$ cat config.mk
export PLATFORM = sky130hd
export DESIGN_NAME = pdp1_shift_seq
export DESIGN_NICKNAME = d
export VERILOG_FILES = /design/src/rtl/pdp1_shift_pkg.sv /design/src/rtl/pdp1_shift_popcnt.sv /design/src/rtl/pdp1_shift_seq.sv
export SDC_FILE = /design/constraint.sdc
export NUM_CORES = 1
export LEC_CHECK = 0
export BUFFER_PORTS_ARGS = -buffer_cell sky130_fd_sc_hd__buf_2
export CORE_UTILIZATION = 35
export CTS_CLUSTER_DIAMETER = 30
export CTS_CLUSTER_SIZE = 24
export DETAILED_ROUTE_END_ITERATION = 8
export GPL_TIMING_DRIVEN = 0
export SETUP_SLACK_MARGIN = 0.5
export SYNTH_ARGS = -nofsm -noshare
export SYNTH_HDL_FRONTEND = slang
export SYNTH_SLANG_ARGS = --single-unit
$ cat constraint.sdc
create_clock -name clk -period 9.83 [get_ports clk]
set_input_delay 0.983 -clock clk [delete_from_list [all_inputs] [get_ports clk]]
set_output_delay 0.983 -clock clk [all_outputs]
set_load 0.1 [all_outputs]
$ cat src/rtl/pdp1_shift_pkg.sv
// Shared definitions for the PDP-1 shift/rotate sequencer: FSM states,
// target-register codes and bit positions within the instruction word
// (bit 0 is the MSB, as on the PDP-1).
package pdp1_shift_pkg;

   localparam int unsigned REG_W   = 18;
   localparam int unsigned FIELD_W = 9;

   typedef enum logic [1:0] {
      ST_IDLE = 2'b00,
      ST_STEP = 2'b01,
      ST_FIN  = 2'b10
   } state_t;

   localparam logic [1:0] TGT_NONE = 2'b00;
   localparam logic [1:0] TGT_AC   = 2'b01;
   localparam logic [1:0] TGT_IO   = 2'b10;
   localparam logic [1:0] TGT_ACIO = 2'b11;

   localparam int unsigned F_DIR    = 5;
   localparam int unsigned F_SHIFT  = 6;
   localparam int unsigned F_TGT_HI = 7;
   localparam int unsigned F_TGT_LO = 8;
   localparam int unsigned F_CNT_HI = 9;
   localparam int unsigned F_CNT_LO = 17;

endpackage

$ cat src/rtl/pdp1_shift_popcnt.sv
// Converts the shift-count field into a step count: the PDP-1 shifts by the
// number of ones in the field, not by its binary value.
module pdp1_shift_popcnt
   import pdp1_shift_pkg::*;
#(
   parameter int CNT_W = 9
) (
   input  logic [0:CNT_W-1] field,
   output logic [3:0]       n
);

   // Count the ones in the field.
   always_comb begin
      n = 4'd0;
      for (int i = 0; i < CNT_W; i++) begin
         n = n + {3'b000, field[i]};
      end
   end

endmodule

$ cat src/rtl/pdp1_shift_seq.sv
// Serial executor for PDP-1 shift/rotate group instructions. One bit
// position is processed per clock on AC, IO or the 36-bit AC:IO pair.
// All outputs come straight from registers.
module pdp1_shift_seq
   import pdp1_shift_pkg::*;
#(
   parameter int W     = 18,
   parameter int CNT_W = 9
) (
   input  logic         clk,
   input  logic         rst,
   input  logic         start,
   input  logic [0:W-1] instr,
   input  logic [0:W-1] ac_in,
   input  logic [0:W-1] io_in,
   output logic         busy,
   output logic         done,
   output logic         illegal,
   output logic [0:W-1] ac_out,
   output logic [0:W-1] io_out
);

   state_t         state_r, state_s;
   logic [0:W-1]   ac_r, ac_s;
   logic [0:W-1]   io_r, io_s;
   logic [3:0]     cnt_r, cnt_s;
   logic           busy_r, busy_s;
   logic           done_r, done_s;
   logic           illegal_r, illegal_s;
   logic           dir_r, dir_s;
   logic           shift_r, shift_s;
   logic [1:0]     tgt_r, tgt_s;
   logic [3:0]     n_s;
   logic [0:2*W-1] pair_s;
   logic           opcode_unused_s;

   // Opcode bits are decoded upstream; they are intentionally not used here.
   assign opcode_unused_s = ^instr[0:4];

   // One-bit step on a single 18-bit register. Shifts keep the sign; a left
   // shift refills bit 17 with the sign (ones'-complement semantics).
   function automatic logic [0:W-1] step_one(input logic [0:W-1] v,
                                             input logic right,
                                             input logic shift);
      logic [0:W-1] r;
      if (right) begin
         if (shift) r = {v[0], v[0:W-2]};
         else       r = {v[W-1], v[0:W-2]};
      end else begin
         if (shift) r = {v[0], v[2:W-1], v[0]};
         else       r = {v[1:W-1], v[0]};
      end
      return r;
   endfunction

   // Same step on the AC:IO pair treated as one 36-bit word with AC's sign.
   function automatic logic [0:2*W-1] step_pair(input logic [0:2*W-1] v,
                                                input logic right,
                                                input logic shift);
      logic [0:2*W-1] r;
      if (right) begin
         if (shift) r = {v[0], v[0:2*W-2]};
         else       r = {v[2*W-1], v[0:2*W-2]};
      end else begin
         if (shift) r = {v[0], v[2:2*W-1], v[0]};
         else       r = {v[1:2*W-1], v[0]};
      end
      return r;
   endfunction

   pdp1_shift_popcnt #(.CNT_W(CNT_W)) u_popcnt (
      .field (instr[F_CNT_HI:F_CNT_LO]),
      .n     (n_s)
   );

   // Combined step result, used only when the target is AC:IO.
   always_comb begin
      pair_s = step_pair({ac_r, io_r}, dir_r, shift_r);
   end

   // Next-state, datapath and output-register decode.
   always_comb begin
      state_s   = state_r;
      ac_s      = ac_r;
      io_s      = io_r;
      cnt_s     = cnt_r;
      busy_s    = busy_r;
      done_s    = 1'b0;
      illegal_s = 1'b0;
      dir_s     = dir_r;
      shift_s   = shift_r;
      tgt_s     = tgt_r;
      case (state_r)
         ST_IDLE: begin
            if (start) begin
               dir_s   = instr[F_DIR];
               shift_s = instr[F_SHIFT];
               tgt_s   = instr[F_TGT_HI:F_TGT_LO];
               ac_s    = ac_in;
               io_s    = io_in;
               cnt_s   = n_s;
               busy_s  = 1'b1;
               if ((n_s != 4'd0) && (instr[F_TGT_HI:F_TGT_LO] != TGT_NONE)) begin
                  state_s = ST_STEP;
               end else begin
                  state_s   = ST_FIN;
                  done_s    = 1'b1;
                  illegal_s = (instr[F_TGT_HI:F_TGT_LO] == TGT_NONE);
               end
            end else begin
               state_s = ST_IDLE;
            end
         end
         ST_STEP: begin
            case (tgt_r)
               TGT_AC:   ac_s = step_one(ac_r, dir_r, shift_r);
               TGT_IO:   io_s = step_one(io_r, dir_r, shift_r);
               TGT_ACIO: begin
                  ac_s = pair_s[0:W-1];
                  io_s = pair_s[W:2*W-1];
               end
               default: begin
                  ac_s = ac_r;
                  io_s = io_r;
               end
            endcase
            cnt_s = cnt_r - 4'd1;
            if (cnt_r == 4'd1) begin
               state_s = ST_FIN;
               done_s  = 1'b1;
            end else begin
               state_s = ST_STEP;
            end
         end
         ST_FIN: begin
            state_s = ST_IDLE;
            busy_s  = 1'b0;
         end
         default: begin
            state_s = ST_IDLE;
            busy_s  = 1'b0;
         end
      endcase
   end

   // State and output registers with synchronous reset.
   always_ff @(posedge clk) begin
      if (rst) begin
         state_r   <= ST_IDLE;
         ac_r      <= '0;
         io_r      <= '0;
         cnt_r     <= 4'd0;
         busy_r    <= 1'b0;
         done_r    <= 1'b0;
         illegal_r <= 1'b0;
         dir_r     <= 1'b0;
         shift_r   <= 1'b0;
         tgt_r     <= 2'b00;
      end else begin
         state_r   <= state_s;
         ac_r      <= ac_s;
         io_r      <= io_s;
         cnt_r     <= cnt_s;
         busy_r    <= busy_s;
         done_r    <= done_s;
         illegal_r <= illegal_s;
         dir_r     <= dir_s;
         shift_r   <= shift_s;
         tgt_r     <= tgt_s;
      end
   end

   assign busy    = busy_r;
   assign done    = done_r;
   assign illegal = illegal_r;
   assign ac_out  = ac_r;
   assign io_out  = io_r;

endmodule

==> impl_metrics.toml <==
[timing]
final.min_clock_period_ns = 3.945
setup_viol = 0
slew_viol_final = 0
rsz0062_at_grt = "no"
fmax_ghz = 0.2535
post-route-period-util = 0.4014
tightest_slew_ns = 0.4980
setup_tns_ns = 0
hold_violations = 0
slew_headroom = 0.6703
fin_skew_ns = 0.01267

[synthesis]
yosysSeqAreaShare = 0.3436
syn_area_um2 = 2796
async_flop_share = 0
synthFlopType = "dfxtp_1"
synth-edff-count = 0
ys_top_cells_by_count = "dfxtp_1, a21oi_1, nor2_1, mux2i_1, o2bb2ai_1"
synth_cell_types = 43
yosysWarnings = 0
synth_top_area_cell = "dfxtp_1"
yosys.cell_count.top_type = "dfxtp_1"
ys_seq_elements = 48
syn_area_per_cell_um2 = 8.712
yosys.area.top_type_share = 0.3436
syn_nets = 391
syn_inst = 321
netlist_top_cells_area = "dfxtp_1, mux2i_1, o2bb2ai_1"

[die]
core-area_um2 = 7727
start_util = 0.3619
die_h_um = 91.39
num_io_pins = 96
fp.dieArea_um2 = 8351
fp-row-count = 32
die_w_um = 91.39

[routing]
dr_total_vias = 2687
remaining_drc_errors = 0
wire_per_inst_um = 14.16
firstDrtPassIters = 4
drtIter0Drc = 95
wirelength_um = 7361
avgViaCountPerCell = 5.167
ant_nets = 0

[clock_network]
cts_hold_buffers = 0
cts_tree = "built"
cts_buffer_depth = 2
cts.clk_slew.worst_paths_ns = 0.09
post_cts_buffers = 0
cts_max_level = 2
cts_num_sinks = 48
clock_latency_ns = 0.31
ctsResizeCount = 0
cts_root_buf = "clkbuf_8"
numCtsBuffers = 5

[final_layout]
layout-drive-gt1-share = 0.3038
multi_input_area_um2 = 1625
nets = 487
fillerInstances = 795
stdcell_count = 520
area_growth_pct = 24.61
regArea_um2 = 960.9
diodes = 0

[setup_path]
crit_arrival_ns = 4.16
crit_buf_inv = 4
path_delay_family = "adder cells"
critPathMaxFanout = 2
end_kind = "register"
crit_required_ns = 10.05
crit_top_cell = "fa_1"
crit_path_top_delay_cell = "fa_1"
path_cells = "buf_2 -> ha_1 -> inv_1 -> fa_1 -> fa_1 -> fa_1 -> inv_1 -> ha_1 -> inv_1 -> fa_1 -> xor2_1 -> o2111ai_1 -> a221oi_1"
critPathMaxStageDelay_ns = 0.53
critPathLaunchType = "input port"
worstSetupPathType = "in -> reg"

[place]
finalWeightedCongestion = 0.8616
placed_cells = 512
dpl.hpwl_um = 5583
io_buffer_count = 89

[global_route]
grt_use_total = 0.1816
grt-ovfl-total = 0
antenna_found_initial = 0
grt_max_degree = 17
grt_pass1_wl_um = 12280
grt_pass1_vias = 2559

[power]
p_per_area_nw_per_um2 = 248.7
ir_drop_mv = 0.09396
power.leakage_uw = 0.001498

[worst_hold_path]
hp-class = "reg -> reg"

[run_status]
outcome = "finished, final reports clean"

[flow_run]
drv_cap = 0
[cells by family after synthesis]
group	after synthesis	synth area share
compound gates	109	0.2689
simple gates	72	0.1159
flops	48	0.3436
buf+inv	44	0.07517
mux	34	0.1217
fa+ha+maj	13	0.07159
xor+xnor	1	0.003133
[worst register-to-register path: stages (launching register included)]
cell	delay (ns)
dfxtp_1	0.50
nand2b_1	0.17
buf_2	0.17
buf_2	0.25
a21oi_1	0.06
a22oi_1	0.16
o2bb2ai_1	0.09
[stage by stage]
step | power, uW | cell area [um2] | setup WS, ns | hold slack (ns) | util
floorplan | 634.0 | 2796 | 5.943 | 0.4666 | -
global placement | 720.4 | 3369 | 5.597 | 0.4547 | 0.4360
detailed placement | 724.9 | 3369 | 5.506 | 0.4719 | 0.4360
CTS | 873.4 | 3485 | 5.842 | 0.4959 | 0.4509
global route | 918.5 | 3485 | 5.719 | 0.5217 | 0.4509
finish | 866.8 | 3485 | 5.885 | 0.4867 | 0.4509
[sequential cells by signal, indices dropped and copies added, names as in the netlist, 2 cells and up]
name and cells:
ac_out 18, state_r 2, io_out 18, cnt_r 4
tgt_r 2
[layer usage]
| metal | vias to the layer above | global-route usage | wire length [um] |
|---|---|---|---|
| li1 | 1335 | - | - |
| met1 | 1279 | 0.2399 | 3534 |
| met2 | 66 | 0.3058 | 3467 |
| met3 | 7 | 0.03350 | 297 |
| met4 | 0 | 0.04101 | 61 |
| met5 | - | 0 | 0 |
[placed cells by master, fill, tap and decap left out, drive strengths merged, types with 4 or more instances in the layout]
master / synthesis / routed
a211o: 4 / 4
a21oi: 49 / 49
buf: 20 / 109
clkbuf: 2 / 7
dfxtp: 48 / 48
fa: 5 / 5
ha: 8 / 8
inv: 22 / 23
mux2i: 34 / 34
nand2: 14 / 14
nor2: 43 / 43
o21ai: 9 / 9
o2bb2ai: 34 / 34
[area by class of cell]
class | count | share of cell area
Multi-Input combinational cell | 229 | 0.4664
Sequential cell | 48 | 0.2758
Timing Repair Buffer | 89 | 0.1278
Tap cell | 102 | 0.03662
Buffer | 22 | 0.03591
Inverter | 22 | 0.02442
Clock buffer | 5 | 0.01975
Clock inverter | 3 | 0.01329
[path summary, 6_finish.rpt]
check             start          to  slack (ns)  cells past startpoint
max           instr[10]  state_r[1]        5.88                     13
min                busy        busy        0.49                      2
max reg2reg  state_r[1]  ac_out[17]        8.32                      6
min reg2reg        busy        busy        0.49                      2
[where the power goes]
group | total [uW] | switching, uW | internal [uW]
sequential | 268 | 38.2 | 230
combinational | 450 | 333 | 117
clock | 149 | 72.1 | 76.7
Note: power is estimated with default switching activity, not from simulation.
